### config.mk
export PLATFORM = sky130hd
export DESIGN_NAME = imem_block_responder
export DESIGN_NICKNAME = d
export VERILOG_FILES = /design/src/rtl/imem_pkg.sv /design/src/rtl/imem_block_responder_word_assembler.sv /design/src/rtl/imem_block_responder.sv
export SDC_FILE = /design/constraint.sdc
export NUM_CORES = 1
export LEC_CHECK = 0
export ABC_AREA = 1
export CORE_MARGIN = 2
export CORE_UTILIZATION = 55
export CTS_CLUSTER_SIZE = 8
export DETAILED_ROUTE_END_ITERATION = 10
export DONT_BUFFER_PORTS = 1
export PLACE_DENSITY = 0.67
export SLEW_MARGIN = 30
export SYNTH_ARGS = -nofsm -noshare
export SYNTH_HDL_FRONTEND = slang
export SYNTH_SLANG_ARGS = --single-unit
### constraint.sdc
create_clock -name CLK -period 3.6 [get_ports CLK]
set_input_delay 0 -clock CLK [delete_from_list [all_inputs] [get_ports CLK]]
set_output_delay 0 -clock CLK [all_outputs]
set_load 0.02 [all_outputs]
### src/rtl/imem_pkg.sv
// Shared definitions for the instruction-memory block responder.
// This package holds the geometry of the refill interface, the FSM state
// encodings and two small helpers used by the responder.
package imem_pkg;

    localparam int BLOCK_ADDR_W    = 6;
    localparam int WORD_W          = 32;
    localparam int WORDS_PER_BLOCK = 4;
    localparam int K_W             = 2;
    localparam int WORD_ADDR_W     = BLOCK_ADDR_W + K_W;
    localparam int BLOCK_W         = WORD_W * WORDS_PER_BLOCK;
    localparam int CNT_W           = 16;

    typedef enum logic [1:0] {
        ST_IDLE  = 2'd0,
        ST_FETCH = 2'd1,
        ST_DONE  = 2'd2
    } state_e;

    // Word index into the store: block number in the upper bits, word in the lower two.
    function automatic logic [WORD_ADDR_W-1:0] word_index(
        input logic [BLOCK_ADDR_W-1:0] blk,
        input logic [K_W-1:0]          k
    );
        return {blk, k};
    endfunction

    // Increment that sticks at all-ones instead of wrapping.
    function automatic logic [CNT_W-1:0] sat_inc(input logic [CNT_W-1:0] cnt);
        logic [CNT_W-1:0] res;
        if (cnt == {CNT_W{1'b1}}) begin
            res = cnt;
        end else begin
            res = cnt + {{(CNT_W-1){1'b0}}, 1'b1};
        end
        return res;
    endfunction

endpackage

### src/rtl/imem_block_responder_word_assembler.sv
// Collects 32-bit words into the 128-bit refill block.
// Word k lands in bits [32k+31:32k]; slices not being written keep their value,
// so a new refill overwrites the previous block one word at a time.
module word_assembler
    import imem_pkg::*;
(
    input  logic               clk_i,
    input  logic               rst_ni,
    input  logic               clr_i,
    input  logic               we_i,
    input  logic [K_W-1:0]     idx_i,
    input  logic [WORD_W-1:0]  word_i,
    output logic [BLOCK_W-1:0] block_o
);

    logic [BLOCK_W-1:0] block_q;
    logic [BLOCK_W-1:0] block_d;

    // Next block value: clear wins, otherwise replace only the addressed slice.
    always_comb begin
        block_d = block_q;
        if (clr_i) begin
            block_d = {BLOCK_W{1'b0}};
        end else if (we_i) begin
            case (idx_i)
                2'd0:    block_d[ 31:  0] = word_i;
                2'd1:    block_d[ 63: 32] = word_i;
                2'd2:    block_d[ 95: 64] = word_i;
                2'd3:    block_d[127: 96] = word_i;
                default: block_d = block_q;
            endcase
        end else begin
            block_d = block_q;
        end
    end

    // Block register with asynchronous clear.
    always_ff @(posedge clk_i or negedge rst_ni) begin
        if (!rst_ni) begin
            block_q <= {BLOCK_W{1'b0}};
        end else begin
            block_q <= block_d;
        end
    end

    assign block_o = block_q;

endmodule

### src/rtl/imem_block_responder.sv
// Responder side of the icache refill port.
// Accepts a block read, fetches its four words from the word store over a
// REQ/ACK handshake, assembles them into READDATA and counts completed refills.
// BUSYWAIT is combinational in IDLE so the icache sees busy in the same cycle
// it raises READ; everything else comes straight from registers.
module imem_block_responder
    import imem_pkg::*;
(
    input  logic                    CLK,
    input  logic                    RESET,
    input  logic                    READ,
    input  logic [BLOCK_ADDR_W-1:0] ADDRESS,
    output logic [BLOCK_W-1:0]      READDATA,
    output logic                    BUSYWAIT,
    output logic                    WORD_REQ,
    output logic [WORD_ADDR_W-1:0]  WORD_ADDR,
    input  logic [WORD_W-1:0]       WORD_DATA,
    input  logic                    WORD_ACK,
    output logic [CNT_W-1:0]        REFILL_CNT
);

    state_e                  state_q;
    state_e                  state_d;
    logic [BLOCK_ADDR_W-1:0] blk_q;
    logic [BLOCK_ADDR_W-1:0] blk_d;
    logic [K_W-1:0]          k_q;
    logic [K_W-1:0]          k_d;
    logic                    word_req_q;
    logic                    word_req_d;
    logic [CNT_W-1:0]        refill_cnt_q;
    logic [CNT_W-1:0]        refill_cnt_d;
    logic                    capture_s;
    logic                    done_s;

    // Next-state logic; an abort (READ low in FETCH) takes priority over a same-cycle ACK.
    always_comb begin
        state_d    = state_q;
        blk_d      = blk_q;
        k_d        = k_q;
        word_req_d = word_req_q;
        capture_s  = 1'b0;
        done_s     = 1'b0;
        case (state_q)
            ST_IDLE: begin
                if (READ) begin
                    state_d    = ST_FETCH;
                    blk_d      = ADDRESS;
                    k_d        = 2'd0;
                    word_req_d = 1'b1;
                end else begin
                    state_d    = ST_IDLE;
                end
            end
            ST_FETCH: begin
                if (!READ) begin
                    state_d    = ST_IDLE;
                    k_d        = 2'd0;
                    word_req_d = 1'b0;
                end else if (WORD_ACK && word_req_q) begin
                    capture_s = 1'b1;
                    if (k_q == 2'd3) begin
                        state_d    = ST_DONE;
                        k_d        = 2'd0;
                        word_req_d = 1'b0;
                    end else begin
                        k_d = k_q + 2'd1;
                    end
                end else begin
                    state_d = ST_FETCH;
                end
            end
            ST_DONE: begin
                state_d    = ST_IDLE;
                word_req_d = 1'b0;
                done_s     = 1'b1;
            end
            default: begin
                state_d    = ST_IDLE;
                k_d        = 2'd0;
                word_req_d = 1'b0;
            end
        endcase
    end

    // Completed-refill counter advances when DONE hands back to IDLE, sticking at max.
    always_comb begin
        if (done_s) begin
            refill_cnt_d = sat_inc(refill_cnt_q);
        end else begin
            refill_cnt_d = refill_cnt_q;
        end
    end

    // FSM, latched block, word counter and request registers.
    always_ff @(posedge CLK or negedge RESET) begin
        if (!RESET) begin
            state_q    <= ST_IDLE;
            blk_q      <= {BLOCK_ADDR_W{1'b0}};
            k_q        <= 2'd0;
            word_req_q <= 1'b0;
        end else begin
            state_q    <= state_d;
            blk_q      <= blk_d;
            k_q        <= k_d;
            word_req_q <= word_req_d;
        end
    end

    // Refill counter register.
    always_ff @(posedge CLK or negedge RESET) begin
        if (!RESET) begin
            refill_cnt_q <= {CNT_W{1'b0}};
        end else begin
            refill_cnt_q <= refill_cnt_d;
        end
    end

    word_assembler u_word_assembler (
        .clk_i   (CLK),
        .rst_ni  (RESET),
        .clr_i   (1'b0),
        .we_i    (capture_s),
        .idx_i   (k_q),
        .word_i  (WORD_DATA),
        .block_o (READDATA)
    );

    // Busy gated by RESET so it reads low during reset even if READ is high.
    assign BUSYWAIT   = RESET & (((state_q == ST_IDLE) & READ) | (state_q == ST_FETCH));
    assign WORD_REQ   = word_req_q;
    assign WORD_ADDR  = word_index(blk_q, k_q);
    assign REFILL_CNT = refill_cnt_q;

endmodule

; Word level (Yosys, flattened, before mapping)
; Cells that the tools add are included.
[classes]
addsub = 2
n_mul = 0
n_div = 0
n_lt_le_gt_ge = 0
eq_ne = 10
shifts = 0
muxes = 19
bitwise_logic = 5
reduce_logical = 11
[op_table]
columns = op, n
row1 = adder 16 x 1 -> 16 bit (second input constant), 1
row2 = equality test 16 bit (second input constant), 1
row3 = 2-to-1 mux 2 bit, 7
row4 = AND reduction 2 bit, 6
row5 = 2-to-1 mux 1 bit, 9
row6 = equality test 2 bit (second input constant), 3
row7 = inequality test 3 bit (second input constant), 2
row8 = case mux 2 bit (3 select lines), 1
row9 = AND reduction 3 bit, 2
row10 = equality test 2 x 1 -> 1 bit (second input constant), 2
row11 = zero test 2 bit, 2
row12 = inequality test 4 bit (second input constant), 1
row13 = case mux 2 bit (2 select lines), 1
row14 = adder 2 x 1 -> 2 bit (second input constant), 1
row15 = bitwise AND 1 bit, 2
row16 = inequality test 2 bit (second input constant), 1
row17 = NOT 1 bit, 2
row18 = case mux 1 bit (2 select lines), 1
row19 = logical AND 1 bit, 1
row20 = bitwise OR 1 bit, 1
[word_totals]
regBits = 155
latchBits = 0
mem_bits_rw = 0
romBits = 0
in_bits = 42
output_inout_bits = 154
wordCells = 56
memories = 0

; Logic depth before layout (Yosys ltp)
; Gate-level depths: netlist of the first run.
[depth]
word_depth = 5
mapped_depth = 10
depth_no_buf = 9

; Hierarchy
; From an unflattened synthesis of the first run, not the netlist that was laid out.
[hier_totals]
hier_cells = 829
hier_area_um2 = 6885.4
[by_module_without_submodules]
columns = module, instances, cells_per_inst, area_per_inst_um2, seq_area_each_um2
row1 = word_assembler, 1, 636, 5387.7, 3203.1
row2 = imem_block_responder, 1, 193, 1497.7, 675.6

; Worst setup path after synthesis of the first run
; No wires, ideal clock.
[synth_timing]
path_kind = flip-flop to flip-flop
startpoint = register refill_cnt_q[0] (netlist: REFILL_CNT[0])
endpoint = register refill_cnt_q[10] (netlist: REFILL_CNT[10])
setup_ns = 0.065
arrival_time_ns = 1.590
required_time_ns = 3.535
slack_ns = 1.946
path_stages_with_launch = 10
n_path_buf = 1
synth_period_minus_slack_ns = 1.654
path_cell_list = dfrtp_1 > ha_1 > nand3_1 > inv_1 > nand2_2 > nor2_1 > nor2_1 > buf_2 > nand2_1 > nand2_1
[synth_between]
elab_chain_len = 3
word_cells_on_any_way = 4
cone_classes = add/sub (1) / eq/ne (1) / bitwise (1) / reduce/logical (1)
[synth_rtl]
columns = item, line_no
row1 = "start, declared", imem_block_responder.sv:30  ; logic [CNT_W-1:0] refill_cnt_q;
row2 = "start signal, assigned", imem_block_responder.sv:112  ; refill_cnt_q <= {CNT_W{1'b0}};
row3 = "start signal, assigned", imem_block_responder.sv:114  ; refill_cnt_q <= refill_cnt_d;
row4 = "parallel branches: the longest is 3 deep, another holds adder 16 x 1 -> 16 bit", n/a
; Several ways; the timed one is not identified.
; A chain may end at the register's enable or synchronous reset.

; Worst setup path after layout of the first run
[layout_timing]
startpoint = register state_q[1]
endpoint = register u_word_assembler.block_q[21] (netlist: u_word_assembler.block_o[21])
[layout_between]
elab_chain_len = 3
[layout_rtl]
columns = item, line_no
row1 = "start, declared", imem_block_responder.sv:22  ; state_e state_q;
row2 = "start signal, assigned", imem_block_responder.sv:102  ; state_q <= state_d;
row3 = equality test 2 x 1 -> 1 bit, imem_block_responder.sv:43  ; case (state_q)
row4 = 2-to-1 mux 1 bit, imem_block_responder.sv:43
row5 = AND reduction 2 bit (no source line), n/a
row6 = "end signal, assigned", imem_block_responder_word_assembler.sv:40  ; block_q <= {BLOCK_W{1'b0}};
row7 = "end signal, assigned", imem_block_responder_word_assembler.sv:42  ; block_q <= block_d;
row8 = "end, declared", imem_block_responder_word_assembler.sv:16  ; logic [BLOCK_W-1:0] block_q;
; Every way passes these cells.

==> results of run 1 <==
area by class of cell:
type                    instances  area, sq um  area share
multi-input cells             541         2390       0.317
flip-flops and latches        155         3880       0.515
repair buffers                 51          483      0.0642
well taps                     143          179      0.0238
inverters                      17         63.8     0.00848
clock buffers                  18          429      0.0570
clock inverters                10          105      0.0140
placed cells by master, fill, tap and decap left out, types with 6 or more instances in the layout:
cell	netlist	layout
clkbuf_16	0	17
nor2_1	21	21
o21ai_0	24	24
dfrtp_1	155	155
o21ai_1	109	109
nand2_1	342	342
nand3_1	9	9
clkinv_2	0	6
inv_1	16	16
buf_4	0	11
dlygate4sd3_1	0	40
nor2_2	6	6
mux2_2	6	6
worst min path at each step:
stage / from / endpoint / slack, ns / cells past startpoint
final: RESET / REFILL_CNT[15] / -0.73 / 0
after global placement: RESET / REFILL_CNT[5] / -0.29 / 0
after detailed placement: RESET / REFILL_CNT[8] / -0.29 / 0
after CTS: RESET / REFILL_CNT[0] / -0.74 / 0
after floorplan: RESET / REFILL_CNT[0] / -0.30 / 0
after global routing: RESET / REFILL_CNT[5] / -0.74 / 0
state kept, by name, indices dropped and copies added, names as in the netlist:
register                  flops
u_word_assembler.block_o    128
REFILL_CNT                   16
blk_q                         6
k_q                           2
state_q                       2
WORD_REQ                      1
cell families (layout without fill, tap and decap cells):
logic type | count (synthesis) | count (layout) | synth area share
xor+xnor | 7 | 7 | 0.00941
mux | 6 | 6 | 0.0104
compound gates | 134 | 134 | 0.103
simple gates | 389 | 389 | 0.233
flops | 155 | 155 | 0.595
fa+ha+maj | 5 | 5 | 0.00960
buf+inv | 57 | 96 | 0.0388
metrics by stage:
step                      cells  hold WS [ns]  cell area, sq um  total power (W)  worst slack (ns)
after detailed placement    867        -0.292              6590          0.00398              1.48
after global placement      867        -0.292              6590          0.00392              1.53
after floorplan             753        -0.296              6510          0.00367              1.95
final                       935        -0.731              7530          0.00566              1.42
after CTS                   935        -0.737              7530          0.00568              1.44
after global routing        935        -0.742              7530          0.00595              1.22
power by group:
part | switching, W | leakage, nW | internal (W)
clock network | 0.000663 | 0.263 | 0.000994
registers | 0.00101 | 2.09 | 0.00223
logic | 0.000486 | 1.59 | 0.000279
per-layer routing:
layer / wire length [um] / vias up
met1: 6920 / 2479
met3: 1730 / 32
met5: 0 / -
met2: 7930 / 213
met4: 410 / 0
li1: - / 2470
==> run metrics, run 1 <==
most common cell in the synthesized netlist nand2_1; Skew-Pair Late Insertion Delay approximately 0.42 ns; Max Clk Rate about 460 MHz; Ant. Diodes 0; max incr delay on CP 0.41 ns; detailed-route wire length per cell approximately 18 um; critical path's most frequent cell nand2_1; Mapped Avg Cell Area about 8.7 sq um; max-slew violations 0; hold buffer count at CTS 40; Hold Path Class in2async; synthesis-stage register bit count approximately 160; Worst Skew between 0.005 and 0.006 ns; CTS clock-pin slew for the worst setup and hold paths approximately 0.060 ns; Setup crit start kind register; final core utilization 0.657; Synth Cell Area ~0.0065 sq mm; critical path depth in cells 8; Pwr per Cell Area around 750 mW/mm^2; FF-to-FF path depth 8; number of setup buffers added after CTS 0; CP Max Fanout 39; CTS tree built; Syn Inst Count between 700 and 800; min Tclk post-route around 2.2 ns; FF-to-FF setup slack ~1.4 ns; slew margin rel. 0.410; Starting Density 0.568; Req. time, crit path just under 4 ns; M2 GR Usage 0.427; Worst Max-Slew Pin Slew between 0.8 and 0.9 ns; max cap viols 0; vias in the first global route between 5k and 6k; reg2reg end u_word_assembler.block_o[21]; Buf/Inv on CP 2; status complete, but fails checks; DR pass1 iterations 5; number of library cell types mapped by synthesis 22; largest net degree at the start of global routing 157; TritonCTS buffer count 17; DP Wirelength around 11000 um; Die H 113 um; Final #Nets 830; FFs w/ async S/R, synth 1.00; Top Usage Layer GRT met2; Critical Path AT around 2.5 ns; Worst setup EP type register; via count about 5.2k; register area share after synthesis 0.595; synthesis-to-layout area growth 15.6%; synth top area cells dfrtp_1 60%, nand2_1 20%, o21ai_1 8.4%; GRT met3 Usage 0.0980; Ports ~200; period utilization 0.605; drt drc 0; area fraction of the dominant cell type after synthesis 0.595; worst setup path end u_word_assembler.block_o[21]; Post-synth EDFFs 0; violated checks negative hold slack; 1st-iter DRT viols approximately 370; met1 Usage GRT 0.365; WL final between 15000 and 20000 um; clk buf depth 2; CORE AREA 0.0115 sq mm; Die Width between 100 and 150 um; first-pass GRT wire length between 20000 and 30000 um; layout cell share with drive strength beyond 1 0.0682; critical path's top delay family simple AND/OR/NAND/NOR gates; maximum vdd drop roughly 0.46 mV; FILL cells approximately 930; setup_tns 0 ns; Resize count post-CTS 0; Global Route Usage Sum 0.277; antenna violations before repair 0; RSZ-0062 raised after global routing false; reg2reg start state_q[1]; number of port buffers 0; Critical-path top delay cell nand3_4; clk sinks between 150 and 200; leakage power 3.94 nW; WHS -0.731 ns; H-tree Lvls 4; Synth area leader dfrtp_1; dominant synthesized flop cell dfrtp_1; Final ANT Viol Nets 0; crit path from state_q[1]; Final Hold Viols 155; CTS root buf clkbuf_16; crit path kind reg2reg; synthesis warning total 0; worst-path cell chain inv_1, nand2_1, nor2_2, nand3_4, nor2_2, buf_4, nand2_1, nand2_1; routability congestion estimate between 0.8 and 0.9; top cells by count, synth 342 x nand2_1, 155 x dfrtp_1, 109 x o21ai_1, 25 x buf_2, 24 x o21ai_0; die area ~0.013 sq mm; via/cell ratio approximately 5.6; Site Rows 39; syn_nets 800; Setup Viol. Count Final 0; grt ovf 0
Note: power is estimated with default switching activity, not from simulation.
==> inputs of run 2 (changes only) <==
Settings changed: PLACE_DENSITY 0.67 to 0.7.
Clock period 3.6 ns to 1.9 ns, I/O delays scaled along.
==> run metrics, run 2 (synthesis results as in run 1) <==
grt ovf 0 (unchanged); most frequent cells in the layout 342 x nand2_1, 155 x dfrtp_1, 109 x o21ai_1 (unchanged); reg2reg start state_q[1] (unchanged); via count 5483 (was 5194); Worst Max-Slew Pin Slew 0.554 ns (was 0.882 ns); Site Rows 39 (unchanged); leakage power 4.15 nW (was 3.94 nW); Area after DPL 0.00683 sq mm (was 0.00659 sq mm); flip-flop count of the largest register after layout 128 (unchanged); max cap viols 0 (unchanged); max-slew violations 0 (unchanged); vias in the first global route 5430 (was 5104); Pwr per Cell Area 1420 mW/mm^2 (was 751 mW/mm^2); drt drc 0 (unchanged); slew margin rel. 0.630 (was 0.410); detailed-route wire length per cell 18.5 um (was 18.2 um); WL final 17900 um (was 17000 um); Global Route Usage Sum 0.288 (was 0.277); first-pass GRT wire length 28500 um (was 27500 um); Ports 196 (unchanged); Max Clk Rate 577 MHz (was 459 MHz); WHS -0.732 ns (was -0.731 ns); Setup Viol. Count Final 0 (unchanged); CTS root buf clkbuf_16 (unchanged); CTS tree built (unchanged); antenna violations before repair 0 (unchanged); DR pass1 iterations 6 (was 5); clk sinks 155 (unchanged); crit path kind reg2reg (unchanged); DP Wirelength 11700 um (was 10800 um); synthesis-to-layout area growth 21.1% (was 15.6%); Critical Path AT 2.09 ns (was 2.54 ns); critical path's most frequent cell nand2_1 (unchanged); TritonCTS buffer count 17 (unchanged); maximum vdd drop 0.956 mV (was 0.458 mV); FF-to-FF setup slack 0.17 ns (was 1.42 ns); Final #Nets 860 (was 830); setup_tns 0 ns (unchanged); Skew-Pair Late Insertion Delay 0.42 ns (about the same); final instance area 0.00789 sq mm (was 0.00753 sq mm); die area 0.0127 sq mm (unchanged); largest net degree at the start of global routing 157 (unchanged); worst-path cell chain inv_1, nand2_1, nor2_4, nand3_4, nor2_2, buf_4, nand2_1, nand2_1 (was inv_1, nand2_1, nor2_2, nand3_4, nor2_2, buf_4, nand2_1, nand2_1); critical path's top delay family simple AND/OR/NAND/NOR gates (unchanged); Die Width 113 um (unchanged); Worst Skew 0.00519 ns (was 0.00574 ns); number of port buffers 0 (unchanged); Starting Density 0.568 (unchanged); max incr delay on CP 0.37 ns (was 0.41 ns); routability congestion estimate 0.845 (was 0.879); period utilization 0.912 (was 0.605); status complete, but fails checks (unchanged); Buf/Inv on CP 2 (unchanged); min Tclk post-route 1.73 ns (was 2.18 ns); clk buf depth 2 (unchanged); Final Hold Viols 155 (unchanged); Final Non-Filler Cells 969 (was 935); layout cell share with drive strength beyond 1 0.108 (was 0.0682); Worst setup EP type register (unchanged); H-tree Lvls 4 (unchanged); via/cell ratio 5.66 (was 5.56); CTS clock-pin slew for the worst setup and hold paths 0.06 ns (about the same); Setup crit start kind register (unchanged); Ant. Diodes 0 (unchanged); reg2reg end u_word_assembler.block_o[98] (was u_word_assembler.block_o[21]); CORE AREA 0.0115 sq mm (unchanged); CP Max Fanout 21 (was 39); RSZ-0062 raised after global routing false (unchanged); Req. time, crit path 2.26 ns (was 3.96 ns); commonest non-fill, non-tap cell in the layout nand2_1 (unchanged); Die H 113 um (unchanged); Final ANT Viol Nets 0 (unchanged); placed cell count 895 (was 867); 1st-iter DRT viols 448 (was 372); violated checks negative hold slack (unchanged); Hold Path Class in2async (unchanged); Critical-path top delay cell dfrtp_1 (was nand3_4); FF-to-FF path depth 8 (unchanged)
run 2: cell types whose count changed in the layout (fill, tap and decap cells not counted), sizes merged:
cell / before / now
dlygate4sd3: 40 / 41
clkbuf: 18 / 21
clkinvlp: 2 / 1
nand3: 10 / 11
bufinv: 2 / 3
buf: 11 / 39
inv: 17 / 18
run 2: repair_timing:
action                                  4_1_cts  5_1_grt
endpoints found under the setup margin        0       78
hold buffers                                 40        1
hold endpoints to repair                    293      169
setup buffers                                 0        0
resized for setup                             0        4
run 2: layer usage:
metal,GRT usage,wire (um)
met1,0.347,6940
met2,0.474,8860
met3,0.103,1800
met4,0.115,327
met5,0,0
run 2: worst max-delay path by stage:
stage | depth (start not counted) | startpoint | end
6_report | 8 | state_q[1] | u_word_assembler.block_o[98]
5_1_grt | 10 | REFILL_CNT[0] | REFILL_CNT[7]
4_1_cts | 8 | REFILL_CNT[0] | REFILL_CNT[3]
3_5_place_dp | 8 | REFILL_CNT[0] | REFILL_CNT[3]
3_3_place_gp | 8 | REFILL_CNT[0] | REFILL_CNT[11]
2_1_floorplan | 9 | REFILL_CNT[0] | REFILL_CNT[10]
run 2: worst register-to-register path, stage by stage (launching register included):
cell and delay (ns):
dfrtp_1 0.37, inv_1 0.07, nand2_1 0.12, nor2_4 0.20
nand3_4 0.25, nor2_2 0.18, buf_4 0.29, nand2_1 0.10
nand2_1 0.09
run 2: layout make-up:
class                           count  area [sq um]
Tap cell                          143           179
Sequential cell                   155          3880
Inverter                           17          63.8
Timing Repair Buffer               80           736
Multi-Input combinational cell    542          2410
Fill cell                         869          3580
Clock inverter                     11           140
Clock buffer                       21           480
run 2: power by group:
part / leakage (nW) / total (W) / internal (W) / switching [W]
combinational: 1.76 / 0.00160 / 0.000598 / 0.00100
sequential: 2.09 / 0.00610 / 0.00422 / 0.00188
clock: 0.309 / 0.00353 / 0.00220 / 0.00133
run 2: metrics by stage:
step	power (W)	util	setup WS, ns
after floorplan	0.00696	-	0.246
after global placement	0.00748	0.596	0.125
after detailed placement	0.00761	0.596	0.0461
after CTS	0.0112	0.685	0.0234
after global routing	0.0117	0.688	0.0240
final	0.0112	0.688	0.166
==> inputs of run 3 (changes only) <==
Settings changed: CTS_CLUSTER_DIAMETER from default to 40, RECOVER_POWER from default to 100.
==> run metrics, run 3 (synthesis results as in run 1) <==
first-pass GRT wire length 28500 um (unchanged); Final ANT Viol Nets 0 (unchanged); Skew-Pair Late Insertion Delay 0.42 ns (about the same); Net Sw Power 0.00421 W (about the same); number of port buffers 0 (unchanged); vias in the first global route 5430 (unchanged); Final Non-Filler Cells 969 (unchanged); design internal power 0.00700 W (was 0.00702 W); Final Hold Viols 155 (unchanged); max-slew violations 0 (unchanged); critical path's most frequent cell nand2_1 (unchanged); CTS tree built (unchanged); max incr delay on CP 0.39 ns (was 0.37 ns); maximum vdd drop 0.958 mV (was 0.956 mV); Global Route Usage Sum 0.288 (unchanged); Final #Nets 860 (unchanged); CP Max Fanout 6 (was 21); GRT met3 Usage 0.103 (unchanged); Clock power frac 0.314 (about the same); Setup Viol. Count Final 0 (unchanged); Ports 196 (unchanged); period utilization 0.909 (was 0.912); Critical Path AT 2.04 ns (was 2.09 ns); sequential power share 0.545 (was 0.543); Net Sw Frac 0.375 (about the same); Req. time, crit path 2.21 ns (was 2.26 ns); RSZ-0062 raised after global routing false (unchanged); 1st-iter DRT viols 512 (was 448); Pwr per Cell Area 1430 mW/mm^2 (was 1420 mW/mm^2); max cap viols 0 (unchanged); Worst Max-Slew Pin Slew 0.547 ns (was 0.554 ns); Die Width 113 um (unchanged); Top Usage Layer GRT met2 (unchanged); H-tree Lvls 4 (unchanged); synthesis-to-layout area growth 20.0% (was 21.1%); routability congestion estimate 0.845 (unchanged); Worst setup EP type register (unchanged); Site Rows 39 (unchanged); die area 0.0127 sq mm (unchanged); Hold Path Class in2async (unchanged); Max Clk Rate 579 MHz (was 577 MHz); grt ovf 0 (unchanged); Die H 113 um (unchanged); violated checks negative hold slack (unchanged); WHS -0.734 ns (was -0.732 ns); number of setup buffers added after CTS 0 (unchanged); M2 GR Usage 0.474 (unchanged); setup_tns 0 ns (unchanged); layout cell share with drive strength beyond 1 0.0835 (was 0.108); Starting Density 0.568 (unchanged); crit path kind reg2reg (unchanged); CTS clock-pin slew for the worst setup and hold paths 0.06 ns (about the same); min Tclk post-route 1.73 ns (about the same); Buf/Inv on CP 1 (was 2); DR pass1 iterations 7 (was 6); slew margin rel. 0.635 (was 0.630); TritonCTS buffer count 17 (unchanged); leakage power 4.09 nW (was 4.15 nW); antenna violations before repair 0 (unchanged); detailed-route wire length per cell 18.4 um (was 18.5 um); placed cell count 895 (unchanged); CORE AREA 0.0115 sq mm (unchanged); combinational share of power 0.141 (was 0.143); clk sinks 155 (unchanged); met1 Usage GRT 0.347 (unchanged); critical path's top delay family simple AND/OR/NAND/NOR gates (unchanged); largest net degree at the start of global routing 157 (unchanged); status complete, but fails checks (unchanged); drt drc 0 (unchanged); commonest non-fill, non-tap cell in the layout nand2_1 (unchanged); via/cell ratio 5.66 (about the same); Worst Skew 0.00484 ns (was 0.00519 ns); most frequent cells in the layout 343 x nand2_1, 155 x dfrtp_1, 109 x o21ai_1 (was 342 x nand2_1, 155 x dfrtp_1, 109 x o21ai_1); DP Wirelength 11700 um (unchanged); Setup crit start kind register (unchanged); Ant. Diodes 0 (unchanged); CTS root buf clkbuf_16 (unchanged); flip-flop count of the largest register after layout 128 (unchanged); worst-path cell chain clkbuf_1, nand3_1, nor2_1, nand2_1, nor2_1, nand2_1, nand2_1, nand2_1 (was inv_1, nand2_1, nor2_4, nand3_4, nor2_2, buf_4, nand2_1, nand2_1); clk buf depth 2 (unchanged); WL final 17800 um (was 17900 um); via count 5482 (was 5483); Critical-path top delay cell clkbuf_1 (was dfrtp_1)
==> run 3: cell count changes in the layout (fill, tap and decap cells not counted), moves of 3 or more <==
cell      previous run  this run
clkbuf_1             0        15
nor2_1              20        23
buf_4               35        18
nor2_2               6         3
==> run 3: metrics by stage <==
| stage | utilization | power (W) | setup slack (ns) | instance area, sq um |
|---|---|---|---|---|
| floorplan | - | 0.00696 | 0.246 | 6510 |
| global placement | 0.596 | 0.00748 | 0.125 | 6830 |
| detailed placement | 0.596 | 0.00761 | 0.0461 | 6830 |
| CTS | 0.685 | 0.0112 | 0.0234 | 7850 |
| global route | 0.682 | 0.0117 | 0.0125 | 7820 |
| finish | 0.682 | 0.0112 | 0.174 | 7820 |
==> run 3: path summary, 6_finish.rpt <==
check                         startpoint                            to  slack (ns)  cells after the start
min                                RESET                 REFILL_CNT[5]       -0.73                      0
min reg2reg                REFILL_CNT[1]                 REFILL_CNT[1]        0.61                      3
max reg2reg                REFILL_CNT[0]                REFILL_CNT[13]        0.17                      8
max                        REFILL_CNT[0]                REFILL_CNT[13]        0.17                      8
max in group asynchronous          RESET  u_word_assembler.block_o[74]        2.33                      0
min in group CLK              ADDRESS[1]                      blk_q[1]        0.27                      2
==> run 3: routing by layer <==
metal	vias up	routed length, um	part of all wire
met5	-	0	0
met4	0	411	0.023
met3	37	1750	0.098
met2	242	8750	0.49
met1	2658	6900	0.39
li1	2545	-	-
==> run 3: cell type report <==
type	instances	area, sq um
fillers	888	3650
inverters	17	63.8
clock buffers	21	480
repair buffers	80	677
clock inverters	11	140
multi-input cells	542	2400
flip-flops and latches	155	3880
well taps	143	179
==> run 3: power by group through the flow <==
stage	Combinational [W]	Sequential [W]	Clock, W
after floorplan	0.00108	0.00588	0
after global placement	0.00136	0.00612	0
after detailed placement	0.00146	0.00615	0
after CTS	0.00157	0.00611	0.00355
after global routing	0.00183	0.00621	0.00368
final	0.00158	0.00611	0.00353
==> run 3: what timing repair did <==
action / in CTS / in global routing
hold endpoints to repair: 293 / 169
endpoints found under the setup margin: 0 / 78
gates resized for setup: 0 / 4
hold buffers: 40 / 1
==> run 3: worst reg2reg max path, stage by stage (launching register included) <==
cell and delay [ns]:
dfrtp_1 0.35, clkbuf_1 0.39, nand3_1 0.19, nor2_1 0.28
nand2_1 0.09, nor2_1 0.13, nand2_1 0.07, nand2_1 0.05
nand2_1 0.05
